File: src/rtl/nexusv_lsu.sv
// Load/store unit: turns one core access into a valid/ready word-bus transaction
// and returns an extended load result or an error flag.
module nexusv_lsu #(
  parameter int unsigned TIMEOUT_CYCLES = 255
) (
  input  logic        clk,
  input  logic        rst,
  input  logic        req_valid,
  output logic        req_ready,
  input  logic        req_we,
  input  logic [2:0]  req_funct3,
  input  logic [31:0] req_addr,
  input  logic [31:0] req_wdata,
  output logic        rsp_valid,
  output logic [31:0] rsp_rdata,
  output logic        rsp_err,
  output logic        bus_valid,
  input  logic        bus_ready,
  output logic        bus_we,
  output logic [31:0] bus_addr,
  output logic [3:0]  bus_wstrb,
  output logic [31:0] bus_wdata,
  input  logic        bus_rvalid,
  input  logic [31:0] bus_rdata
);

  localparam logic [1:0] IDLE   = 2'd0;
  localparam logic [1:0] REQ    = 2'd1;
  localparam logic [1:0] WAIT_R = 2'd2;
  localparam logic [1:0] RESP   = 2'd3;

  // Counter runs 0..TIMEOUT_CYCLES-1; the abort fires in the cycle it holds the last value.
  localparam int              CW       = (TIMEOUT_CYCLES > 1) ? $clog2(TIMEOUT_CYCLES) : 1;
  localparam logic [CW-1:0]   TMO_LAST = CW'(TIMEOUT_CYCLES - 1);
  localparam bit              TMO_EN   = (TIMEOUT_CYCLES != 0);

  logic [1:0]    state, state_nxt;
  logic          we_q;
  logic [2:0]    funct3_q;
  logic [31:0]   addr_q;
  logic [31:0]   wdata_q;
  logic [31:0]   rdata_q;
  logic          err_q;
  logic [CW-1:0] tmo_cnt;

  logic          req_illegal;
  logic          req_misaligned;
  logic          req_bad;
  logic          handshake;
  logic          tmo_hit;
  logic [31:0]   lane;
  logic [31:0]   load_data;
  logic [3:0]    store_strb;
  logic [31:0]   store_data;

  // Decode legality of the incoming request while still in IDLE.
  always_comb begin
    // NOTE: every signal written here gets a default first so no latch is inferred.
    req_illegal    = 1'b0;
    req_misaligned = 1'b0;
    if (req_we)
      req_illegal = !(req_funct3 inside {3'b000, 3'b001, 3'b010});
    else
      req_illegal = !(req_funct3 inside {3'b000, 3'b001, 3'b010, 3'b100, 3'b101});
    case (req_funct3[1:0])
      2'b01:   req_misaligned = req_addr[0];
      2'b10:   req_misaligned = (req_addr[1:0] != 2'b00);
      default: req_misaligned = 1'b0;
    endcase
  end

  assign req_bad   = req_illegal || req_misaligned;
  assign handshake = (state == REQ) && bus_ready;
  assign tmo_hit   = TMO_EN && (tmo_cnt == TMO_LAST);

  // Byte lane selected by the low address bits, then extended per funct3.
  always_comb begin
    lane      = bus_rdata >> {addr_q[1:0], 3'b000};
    load_data = lane;
    case (funct3_q)
      3'b000:  load_data = {{24{lane[7]}}, lane[7:0]};
      3'b001:  load_data = {{16{lane[15]}}, lane[15:0]};
      3'b100:  load_data = {24'd0, lane[7:0]};
      3'b101:  load_data = {16'd0, lane[15:0]};
      default: load_data = lane;
    endcase
  end

  // Stores replicate the datum across lanes; the strobe picks the real target bytes.
  always_comb begin
    store_strb = 4'b1111;
    store_data = wdata_q;
    case (funct3_q[1:0])
      2'b00: begin
        store_strb = 4'b0001 << addr_q[1:0];
        store_data = {4{wdata_q[7:0]}};
      end
      2'b01: begin
        store_strb = 4'b0011 << addr_q[1:0];
        store_data = {2{wdata_q[15:0]}};
      end
      default: begin
        store_strb = 4'b1111;
        store_data = wdata_q;
      end
    endcase
  end

  always_comb begin
    state_nxt = state;
    case (state)
      IDLE:    if (req_valid) state_nxt = req_bad ? RESP : REQ;
      REQ: begin
        if (handshake)    state_nxt = we_q ? RESP : WAIT_R;
        else if (tmo_hit) state_nxt = RESP;
      end
      WAIT_R:  if (bus_rvalid || tmo_hit) state_nxt = RESP;
      RESP:    state_nxt = IDLE;
      default: state_nxt = IDLE;
    endcase
  end

  always_ff @(posedge clk) begin
    // NOTE: state registers use non-blocking assignments so every flop samples pre-edge values.
    if (rst) begin
      state    <= IDLE;
      we_q     <= 1'b0;
      funct3_q <= 3'b000;
      addr_q   <= 32'd0;
      wdata_q  <= 32'd0;
      rdata_q  <= 32'd0;
      err_q    <= 1'b0;
      tmo_cnt  <= '0;
    end else begin
      state <= state_nxt;
      case (state)
        IDLE: begin
          if (req_valid) begin
            we_q     <= req_we;
            funct3_q <= req_funct3;
            addr_q   <= req_addr;
            wdata_q  <= req_wdata;
            err_q    <= req_bad;
            rdata_q  <= 32'd0;
            tmo_cnt  <= '0;
          end
        end
        REQ: begin
          if (handshake) begin
            tmo_cnt <= '0;
          end else begin
            tmo_cnt <= tmo_cnt + 1'b1;
            if (tmo_hit) err_q <= 1'b1;
          end
        end
        WAIT_R: begin
          tmo_cnt <= tmo_cnt + 1'b1;
          if (bus_rvalid)   rdata_q <= load_data;
          else if (tmo_hit) err_q   <= 1'b1;
        end
        default: ;
      endcase
    end
  end

  // Outputs are gated by state so everything outside an active phase reads as zero.
  assign req_ready = (state == IDLE);
  assign bus_valid = (state == REQ);
  assign bus_we    = bus_valid && we_q;
  assign bus_addr  = bus_valid ? {addr_q[31:2], 2'b00} : 32'd0;
  assign bus_wstrb = bus_we ? store_strb : 4'b0000;
  assign bus_wdata = bus_we ? store_data : 32'd0;
  assign rsp_valid = (state == RESP);
  assign rsp_rdata = rsp_valid ? rdata_q : 32'd0;
  assign rsp_err   = rsp_valid && err_q;

endmodule

File: config.mk
export PLATFORM = sky130hd
export DESIGN_NAME = nexusv_lsu
export DESIGN_NICKNAME = d
export VERILOG_FILES = /design/src/rtl/nexusv_lsu.sv
export SDC_FILE = /design/constraint.sdc
export NUM_CORES = 1
export LEC_CHECK = 0
export CORE_MARGIN = 10
export CORE_UTILIZATION = 49
export DETAILED_ROUTE_END_ITERATION = 10
export GPL_ROUTABILITY_DRIVEN = 1
export PLACE_DENSITY = 0.88
export SYNTH_ARGS = -nofsm -noshare
export SYNTH_HDL_FRONTEND = slang
export SYNTH_SLANG_ARGS = --single-unit
export TNS_END_PERCENT = 100
File: constraint.sdc
create_clock -name clk -period 5.1 [get_ports clk]
set_clock_uncertainty 0.1 [all_clocks]
set_input_delay 1.02 -clock clk [delete_from_list [all_inputs] [get_ports clk]]
set_output_delay 1.02 -clock clk [all_outputs]
set_load 0.01 [all_outputs]
# Word level (Yosys, flattened, before mapping)
# Cells that the tools add are included.
[word_totals] register_bits=111 in_bits=105 out_inout_bits=105
[classes] addsub=1 eq_ne=20 shift=3 mux=27 reduce_logical=21
[ops] op="two-way mux 32 bit" n=5
[ops] op="one-hot mux 32 bit (2 select lines)" n=2
[ops] op="one-hot mux 32 bit (4 select lines)" n=1
[ops] op=">> shifter 32 x 5 -> 32 bit" n=1
[ops] op="one-hot mux 8 bit (3 select lines)" n=1
[ops] op="two-way mux 8 bit" n=2
[ops] op="== test 3 bit, second input constant" n=4
[ops] op="two-way mux 2 bit" n=5
[ops] op="inequality test 2 bit, second input constant" n=5
[ops] op="adder 8 x 1 -> 8 bit, second input constant" n=1
[ops] op="== test 8 bit, second input constant" n=1
[ops] op="one-hot mux 2 bit (4 select lines)" n=1
[ops] op="one-hot mux 4 bit (2 select lines)" n=1
[ops] op="== test 2 x 1 -> 1 bit, second input constant" n=3
[ops] op="== test 2 bit, second input constant" n=3
[ops] op="== test 3 x 1 -> 1 bit, second input constant" n=2
[ops] op="logical NOT 3 bit" n=2
[ops] op="two-way mux 1 bit" n=6
[ops] op="AND reduction 3 bit" n=2
[ops] op="nonzero test 3 bit" n=2
[ops] op="nonzero test 5 bit" n=1
[ops] op="logical NOT 2 bit" n=2
[ops] op="two-way mux 4 bit" n=1
[ops] op="AND reduction 2 bit" n=2
[ops] op="other kinds (11)" n=16

# Logic depth before layout (Yosys ltp)
# Gate-level depths: netlist (run 1).
[depth] ltp_word=8 ltp_mapped=9 ltp_nobuf=6

# Worst setup path after synthesis (run 1)
# OpenSTA, ideal clock, no wires.
[synth_path] kind="reg2out" startpoint="register addr_q[0]" endpoint="output bus_wstrb[2]" arrival_ns=1.557 required_time_ns=3.980 path_slack_ns=2.423 stages_incl_launch_ff=7 path_cell_list="dfxtp_1 -> clkbuf_1 -> buf_1 -> clkbuf_1 -> nor2_1 -> a21o_1 -> a21oi_1"
[synth_between] elab_chain_len=3 word_cells_on_any_way=4 classes_between="shift (2); mux (2)"
[synth_rtl] element="start: declaration" line="40" rtl="logic [31:0] addr_q;"
[synth_rtl] element="start signal: assignment" line="141" rtl="addr_q <= req_addr;"
[synth_rtl] element="left shift 2 x 2 -> 4 bit or left shift 1 x 2 -> 4 bit (tied branches)" line="99, 95"
[synth_rtl] element="one-hot mux 4 bit (2 select lines) (*)" line="93" rtl="case (funct3_q[1:0])"
[synth_rtl] element="two-way mux 4 bit (*)" line="171" rtl="assign bus_wstrb = bus_we ? store_strb : 4'b0000;"
[synth_rtl] element="end: declaration" line="21" rtl="output logic [3:0] bus_wstrb,"
# Mark *: on every way between the ends. The rest lies on a longest branch, timed or not.

# Final worst setup path (run 1)
[layout_path] startpoint="register funct3_q[0]" endpoint="output bus_wdata[9]"
[layout_between] elab_chain_len=3 word_cells_on_any_way=4 classes_between="eq/ne (1); mux (2); reduce/logical (1)"
[layout_rtl] element="start: declaration" line="39" rtl="logic [2:0] funct3_q;"
[layout_rtl] element="start signal: assignment" line="140" rtl="funct3_q <= req_funct3;"
[layout_rtl] element="== test 2 x 1 -> 1 bit or logical NOT 2 bit (tied branches)" line="93"
[layout_rtl] element="one-hot mux 32 bit (2 select lines) (*)" line="93"
[layout_rtl] element="two-way mux 32 bit (*)" line="172" rtl="assign bus_wdata = bus_we ? store_data : 32'd0;"
[layout_rtl] element="end: declaration" line="22" rtl="output logic [31:0] bus_wdata,"
# Marked as above.

==> flow_summary_export.csv, run 1 <==
group,metric,value,unit
status,status,"complete, no violations",
worst_hold_path,min_path_type,"reg2reg",
global_route,grt_pass1_vias,5427,
setup_path,worst_path_dominant_cell_family,"simple AND/OR/NAND/NOR gates",
logic_synthesis,syn_avg_cell_area,8.03,sq um
die,dieArea,16500,sq um
logic_synthesis,yosysTopAreaCellShare,0.385,
setup_path,crit_buf_inv,1,
drt,vias_per_cell,5.45,
layout,antenna_cells,0,
logic_synthesis,synthAdderAreaFrac,0.0239,
setup_path,start_kind,"flip-flop",
clock_network,cts_buffers,9,
logic_synthesis,synth_area_leaders,"dfxtp_1, nand2_1, a21oi_1",
setup_path,crit_chain,"nor2_1 > nand2_1 > a21oi_1 > clkdlybuf4s50_1",
timing,max_slew_margin,0.259,
setup_path,path_max_fanout,17,
setup_path,max_stage_delay,0.94,ns
die,core-area,11500,sq um
logic_synthesis,synth.distinct_cells,57,
setup_path,cp_num_cells,4,
place,gp_congestion,0.859,
global_route,grt.total_usage,0.217,
drt,num_vias,5625,
logic_synthesis,synth_top_family_by_area,"simple AND/OR/NAND/NOR gates",
timing,max_clock_freq,0.260,GHz
logic_synthesis,synth-xor-area-share,0.00911,
setup_path,crit_path_end_kind,"output pin",
setup_path,crit_path_start,"funct3_q[0]",
drt,drt_pass1_iterations,5,
die,rows,39,
logic_synthesis,synth_warnings,0,
setup_path,r2r_slack,2.31,ns
layout,mostFrequentLayoutCell,"clkdlybuf4s50_1",
clock_network,cts_hold_buffers,0,
layout,drive_above_1_share,0.0562,
clock_network,cts_resized,0,
clock_network,clock_path_buffers,2,
logic_synthesis,synth_ff_type,"dfxtp_1",
setup_path,cp_data_required_time,3.98,ns
power,peakVddDrop,245,uV
logic_synthesis,synth-compound-area-share,0.172,
setup_path,worstSetupPathType,"reg2out",
die,die_x,128,um
die,start_util,0.503,
place,dp_hpwl,13.8,mm
die,die_h,128,um
timing,worst_pin_slew,1.11,ns
clock_network,clock_sinks,111,
logic_synthesis,postSynthCellCount,718,
power,p_per_area,346,nW/um^2
setup_path,cp_slowest_cell,"nor2_1",
logic_synthesis,syn_area,5770,sq um
logic_synthesis,async_reset_ff_frac,0,
timing,setup_viol,0,
clock_network,insertion_delay,0.34,ns
timing,finalHoldViolCount,0,
drt,ant_nets,0,
clock_network,path_clk_slew,0.07,ns
clock_network,cts-root-buf,"clkbuf_16",
timing,layout_min_cycle_time,3.85,ns
timing,setup_tns,0,ns
logic_synthesis,synthSimpleGateAreaFrac,0.267,
logic_synthesis,synth_mux_area_frac,0.0902,
drt,routedWlPerCell,18.3,um
drt,drt-initial-drc-count,551,
place,io_buffers,207,
timing,rsz0062_at_grt,"no",
global_route,grt_pass1_wl,29.3,mm
place,placed_area,7810,sq um
die,pin_count,210,
logic_synthesis,ys_ff_latch,111,
layout,final_cell_mix,"clkdlybuf4s50_1, nand2_1, dfxtp_1, a21oi_1, and2_1",
timing,finalMaxSlewViolations,0,
logic_synthesis,synth_edf_count,0,
layout,n_fill_cell,911,
setup_path,rr_worst_depth,6,
setup_path,crit_path_end,"bus_wdata[9]",
timing,finalCritPeriodShare,0.754,
power,p_leak,2.95,nW
layout,nNetsFinal,1001,
setup_path,reg2reg_to,"rdata_q[29]",
global_route,grt_max_degree,56,
drt,drc,0,
layout,syn_to_final_growth,41.0,%
layout,design_area,8130,sq um
logic_synthesis,ys_seq_area_frac,0.385,
global_route,grt_overflow,0,
setup_path,cp.arrival,2.73,ns
clock_network,postCtsSetupBuffers,0,
global_route,antenna_found_initial,0,
clock_network,cts_tree,"yes",
job,maxCapViolCount,0,
drt,wirelength,18.8,mm
clock_network,h-tree-depth,3,
setup_path,r2r-start,"state[0]",
logic_synthesis,synth_top_area_cell,"dfxtp_1",
## report_power, final
part | leakage (nW) | switching [mW] | internal (mW)
Sequential | 0.906 | 0.126 | 1.00
Clock | 0.153 | 0.323 | 0.433
Combinational | 1.89 | 0.531 | 0.403
## cells by family (layout without fill, tap and decap cells)
group | count (synthesis) | after routing
flops | 111 | 111
compound gates | 158 | 158
mux | 41 | 41
simple gates | 323 | 323
buf+inv | 67 | 237
fa+ha+maj | 11 | 11
xor+xnor | 6 | 6
other cells | 1 | 2
## cell type report
type / instances / area [sq um] / share of cell area
Sequential cell: 111 / 2220 / 0.273
Timing Repair Buffer: 214 / 2120 / 0.261
Multi-Input combinational cell: 541 / 3260 / 0.401
Clock buffer: 9 / 225 / 0.0277
Clock inverter: 6 / 93.8 / 0.0115
Inverter: 8 / 30.0 / 0.00369
Tap cell: 143 / 179 / 0.0220
## state kept, by name, indices dropped and copies added, names as in the netlist
name,count
we_q,1
funct3_q,3
addr_q,32
wdata_q,32
err_q,1
state,2
rdata_q,32
tmo_cnt,8
## through the flow
stage / instances / setup slack (ns) / util / power (mW) / hold slack, ns
CTS: 1032 / 1.28 / 0.709 / 2.82 / 0.352
detailed placement: 1017 / 1.66 / 0.681 / 2.07 / 0.342
floorplan: 719 / 2.42 / - / 1.76 / 0.332
finish: 1032 / 1.25 / 0.709 / 2.82 / 0.351
global placement: 1017 / 1.74 / 0.681 / 2.05 / 0.337
global route: 1032 / 1.09 / 0.709 / 2.98 / 0.367
## how the worst min path moves through the flow
stage	from	slack, ns	endpoint	cells past startpoint
global route	addr_q[3]	0.37	addr_q[3]	2
global placement	addr_q[31]	0.34	addr_q[31]	2
floorplan	addr_q[10]	0.33	addr_q[10]	2
detailed placement	addr_q[10]	0.34	addr_q[10]	2
CTS	addr_q[10]	0.35	addr_q[10]	2
finish	addr_q[2]	0.35	addr_q[2]	2
## worst reg2reg max path, stage by stage, from the launching register on
cell and delay (ns):
dfxtp_1 0.42, inv_1 0.13, ha_1 0.29, nor2b_4 0.21, nor4_2 0.75, nor2b_1 0.57, a221o_1 0.26
## Yosys cell counts, types with 2 or more instances
cell type and n:
nor2b_4 2, dfxtp_1 111, clkbuf_1 42, o21a_1 7, buf_1 7, buf_2 4, nand2b_1 3, and3_1 8
ha_1 11, o22a_1 2, o211ai_1 2, a22o_1 9, buf_6 4, nor2b_1 4, inv_1 8, o21ai_0 13
nor3_1 6, nand3_1 5, a21o_1 2, mux2i_1 25, buf_4 2, a21oi_1 88, nor4_1 3, mux4_2 8
nor2_1 49, nand3b_1 8, and2_1 64, nand2_1 159, mux2_2 8, a22oi_1 8, xnor2_1 5, a221o_1 16
## layer usage
layer | up-vias | track usage | share of wire | routed length (um)
met5 | - | 0 | 0 | 0
met4 | 0 | 0.0504 | 0.013 | 247
met3 | 17 | 0.0879 | 0.11 | 2030
met2 | 226 | 0.357 | 0.47 | 8850
met1 | 2611 | 0.260 | 0.41 | 7720
li1 | 2771 | - | - | -
Note: power is estimated with default switching activity, not from simulation.
==> inputs of run 2 (changes only) <==
CORE_UTILIZATION = 45   (was 49)
PLACE_DENSITY = 0.82   (was 0.88)
clock period = 4 ns   (was 5.1 ns; I/O delays follow)
==> flow_summary_export.csv, run 2 (synthesis results as in run 1) <==
group,metric,value,unit
status,status,"complete, no violations",
timing,max_clock_freq,0.302,GHz
drt,ant_nets,0,
setup_path,max_stage_delay,0.60,ns
setup_path,crit_path_end_kind,"output pin",
setup_path,r2r_slack,1.27,ns
global_route,antenna_found_initial,2,
clock_network,cts_tree,"yes",
layout,syn_to_final_growth,42.8,%
die,start_util,0.459,
timing,worst_pin_slew,0.882,ns
clock_network,cts_resized,0,
worst_hold_path,hold_path_depth,2,
timing,layout_min_cycle_time,3.31,ns
global_route,grt_pass1_wl,30.4,mm
power,peakVddDrop,207,uV
timing,finalCritPeriodShare,0.829,
layout,mostFrequentLayoutCell,"clkdlybuf4s50_1",
place,io_buffers,207,
die,pin_count,210,
timing,rsz0062_at_grt,"no",
setup_path,crit_chain,"inv_1 > ha_1 > nand2_1 > buf_4 > nor2_1 > clkdlybuf4s50_1",
setup_path,rr_worst_depth,7,
setup_path,worstSetupPathType,"reg2out",
clock_network,insertion_delay,0.35,ns
drt,num_vias,5702,
setup_path,crit_buf_inv,3,
setup_path,cp.arrival,2.41,ns
clock_network,clock_sinks,111,
die,core-area,12600,sq um
place,gp_congestion,0.835,
die,dieArea,17700,sq um
timing,timing.hold.ws,0.352,ns
setup_path,cp_data_required_time,3.10,ns
setup_path,start_kind,"flip-flop",
job,maxCapViolCount,0,
timing,setup_tns,0,ns
global_route,grt_overflow,0,
die,die_x,133,um
worst_hold_path,hp-start,"addr_q[31]",
worst_hold_path,min_path_type,"reg2reg",
drt,drt-initial-drc-count,464,
layout,nNetsFinal,1005,
worst_hold_path,hold_end,"addr_q[31]",
clock_network,cts_hold_buffers,0,
setup_path,cp_slowest_cell,"clkdlybuf4s50_1",
die,die_h,133,um
drt,wirelength,19.1,mm
timing,max_slew_margin,0.412,
place,dp_hpwl,14.0,mm
clock_network,cts-root-buf,"clkbuf_16",
global_route,grt_max_degree,63,
timing,finalHoldViolCount,0,
power,p_per_area,444,nW/um^2
drt,drt_pass1_iterations,5,
die,rows,41,
clock_network,postCtsSetupBuffers,0,
drt,vias_per_cell,5.34,
clock_network,cts_buffers,9,
clock_network,h-tree-depth,3,
setup_path,worst_path_dominant_cell_family,"buffers and inverters",
setup_path,reg2reg_to,"tmo_cnt[4]",
layout,reg_top3,"addr_q: 32 flops, rdata_q: 32 flops, wdata_q: 32 flops",
setup_path,path_max_fanout,29,
layout,drive_above_1_share,0.0604,
drt,drc,0,
power,p_leak,2.98,nW
global_route,grt_pass1_vias,5583,
clock_network,clock_path_buffers,2,
clock_network,path_clk_slew,0.07,ns
setup_path,r2r-start,"state[1]",
global_route,grt.total_usage,0.209,
layout,final_cell_mix,"clkdlybuf4s50_1, nand2_1, dfxtp_1, a21oi_1, and2_1",
timing,finalMaxSlewViolations,0,
drt,routedWlPerCell,17.9,um
timing,setup_viol,0,
## run 2: changes by cell type in the layout (fill, tap and decap cells not counted), sizes merged
| cell | before | now |
|---|---|---|
| buf | 8 | 12 |
| clkbuf | 9 | 12 |
| inv | 10 | 8 |
| diode | 0 | 2 |
## run 2: cell type report
class	count	area [sq um]
sequential	111	2220
fill	1115	4330
clock buffer	12	267
timing repair buffer	218	2160
tap	172	215
inverter	8	30.0
clock inverter	4	76.3
antenna	2	5.00
multi-input combinational	541	3260
## run 2: how the worst max path moves through the flow
stage                     startpoint  slack, ns  cells after the start       endpoint
after floorplan            addr_q[0]       1.54                      6   bus_wstrb[2]
after global placement     req_valid       1.01                      5    rdata_q[19]
after detailed placement   req_valid       1.00                      5    rdata_q[24]
after CTS                   state[1]       0.65                      6  bus_wdata[24]
after global routing        state[1]       0.45                      6  bus_wdata[24]
final                       state[1]       0.69                      6  bus_wdata[24]
## run 2: power by group
part           switching (mW)  internal (mW)
Sequential              0.145           1.28
Clock                   0.421          0.602
Combinational           0.691          0.526
Total                    1.26           2.40
## run 2: worst register-to-register path: stages (launching register included)
cell and delay (ns):
dfxtp_1 0.35, inv_1 0.13, ha_1 0.48, buf_4 0.34, nor2b_1 0.23, o21ai_0 0.19, or4b_2 0.67, a31oi_1 0.17
## run 2: routing by layer
layer  up-vias  global-route usage  part of all wire
met5         -                   0                 0
li1       2790                   -                 -
met2       211               0.339              0.47
met1      2677               0.240              0.40
met3        24              0.0906              0.10
met4         0              0.0756             0.023
## run 2: stage by stage
stage	power (mW)	util	instance area (sq um)	cells	worst slack (ns)
global route	3.88	0.655	8240	1068	0.445
detailed placement	2.66	0.628	7890	1050	1.00
CTS	3.68	0.655	8230	1066	0.653
floorplan	2.24	-	5770	719	1.54
global placement	2.63	0.628	7890	1050	1.01
finish	3.66	0.655	8240	1068	0.685
==> inputs of run 3 (changes only) <==
CORE_UTILIZATION = 41   (was 45)
PLACE_DENSITY = 0.78   (was 0.82)
clock period = 2.7 ns   (was 4 ns; I/O delays follow)
==> flow_summary_export.csv, run 3 (synthesis results as in run 1) <==
group,metric,value,unit
status,status,"complete, no violations",
timing,max_clock_freq,0.384,GHz
power,p_leak,3.46,nW
layout,instances_no_fill,1085,
die,start_util,0.417,
clock_network,clock_path_buffers,2,
drt,num_vias,5633,
timing,timing.hold.ws,0.350,ns
worst_hold_path,hold_path_depth,2,
clock_network,clock_sinks,111,
timing,setup_tns,0,ns
drt,drt_pass1_iterations,4,
global_route,grt_overflow,0,
timing,finalCritPeriodShare,0.964,
worst_hold_path,min_path_type,"reg2reg",
layout,n_fill_cell,1238,
drt,drt-initial-drc-count,404,
global_route,grt_pass1_vias,5494,
die,die_h,139,um
worst_hold_path,hp-start,"addr_q[21]",
clock_network,h-tree-depth,3,
clock_network,cts_hold_buffers,0,
die,rows,43,
job,maxCapViolCount,0,
layout,mostFrequentLayoutCell,"clkdlybuf4s50_1",
drt,ant_nets,0,
place,placed_area,7980,sq um
clock_network,path_clk_slew,0.07,ns
global_route,grt.total_usage,0.190,
timing,finalHoldViolCount,0,
die,die_x,139,um
timing,layout_min_cycle_time,2.60,ns
clock_network,postCtsSetupBuffers,0,
timing,setup_viol,0,
layout,reg_top3,"addr_q: 32 flops, rdata_q: 32 flops, wdata_q: 32 flops",
setup_path,cp_data_required_time,2.06,ns
clock_network,cts_tree,"yes",
timing,worst_pin_slew,0.565,ns
power,peakVddDrop,502,uV
setup_path,crit_path_start,"state[1]",
global_route,grt_pass1_wl,30.1,mm
setup_path,crit_path_end_kind,"output pin",
place,io_buffers,207,
clock_network,insertion_delay,0.36,ns
setup_path,r2r_slack,0.42,ns
clock_network,cts-root-buf,"clkbuf_16",
layout,drive_above_1_share,0.0796,
setup_path,rr_worst_depth,6,
layout,design_area,8370,sq um
drt,wirelength,19.1,mm
clock_network,cts_buffers,9,
global_route,grt_max_degree,50,
drt,vias_per_cell,5.19,
die,core-area,13800,sq um
die,pin_count,210,
power,p_per_area,631,nW/um^2
layout,nNetsFinal,1016,
setup_path,r2r-start,"state[0]",
global_route,antenna_found_initial,0,
setup_path,worstSetupPathType,"reg2out",
layout,syn_to_final_growth,45.2,%
place,gp_congestion,0.833,
worst_hold_path,hold_end,"addr_q[21]",
place,placed_cells_incl_taps,1068,
die,dieArea,19200,sq um
timing,max_slew_margin,0.623,
setup_path,reg2reg_to,"rdata_q[21]",
layout,final_cell_mix,"clkdlybuf4s50_1, nand2_1, dfxtp_1, a21oi_1, and2_1",
setup_path,cp.arrival,1.96,ns
timing,finalMaxSlewViolations,0,
drt,drc,0,
setup_path,path_max_fanout,29,
drt,routedWlPerCell,17.6,um
place,dp_hpwl,14.0,mm
layout,antenna_cells,0,
setup_path,start_kind,"flip-flop",
==> run 3: changes by cell type in the layout (fill, tap and decap cells not counted), moves of 3 or more <==
cell / previous run / this run
dfxtp_1: 111 / 107
buf_4: 10 / 18
dfxtp_2: 0 / 3
clkdlybuf4s50_1: 206 / 179
dlygate4sd2_1: 0 / 5
dlymetal6s2s_1: 0 / 22
==> run 3: cell type report <==
cell class	instances	area, sq um	share of cell area
Clock inverter	6	42.5	0.00508
Inverter	8	30.0	0.00359
Multi-Input combinational cell	541	3280	0.391
Clock buffer	10	239	0.0285
Tap cell	180	225	0.0269
Sequential cell	111	2230	0.266
Timing Repair Buffer	229	2330	0.278
==> run 3: worst max-delay path by stage <==
stage | endpoint | slack, ns | cells after the start
floorplan | rdata_q[16] | 0.38 | 9
global placement | rdata_q[24] | 0.27 | 5
detailed placement | rdata_q[16] | 0.19 | 5
CTS | bus_wstrb[3] | 0.001 | 6
global route | bus_wdata[22] | -0.006 | 6
finish | bus_wdata[22] | 0.1 | 6
==> run 3: routing by layer <==
layer | global-route usage | vias to the layer above | wire length, um
met5 | 0 | - | 0
met3 | 0.0955 | 15 | 2010
met1 | 0.210 | 2631 | 7600
li1 | - | 2804 | -
met4 | 0.0406 | 0 | 216
met2 | 0.321 | 183 | 9250
==> run 3: report_power, final <==
part | leakage, nW | switching [mW] | total (mW) | internal (mW)
registers | 0.907 | 0.193 | 2.09 | 1.89
clock network | 0.135 | 0.632 | 1.29 | 0.655
logic | 2.42 | 1.05 | 1.91 | 0.862
==> run 3: repair_timing <==
item | CTS | global route
gates resized for setup | 10 | 30
endpoints found under the setup margin | 62 | 62
pin swaps | 0 | 0
cloned | 0 | 1
==> run 3: worst max-delay path, cell delays in order (launching register included) <==
cell             delay (ns)
dfxtp_1                0.36
inv_2                  0.12
ha_4                   0.19
nand2_1                0.09
buf_8                  0.17
nor2_1                 0.11
clkdlybuf4s50_1        0.54
==> run 3: per-stage QoR <==
stage | power (mW) | setup slack [ns] | util
2_1_floorplan | 3.32 | 0.384 | -
3_3_place_gp | 3.93 | 0.269 | 0.577
3_5_place_dp | 3.96 | 0.195 | 0.577
4_1_cts | 5.24 | 0.00125 | 0.598
5_1_grt | 5.61 | -0.00564 | 0.606
6_report | 5.28 | 0.0961 | 0.606
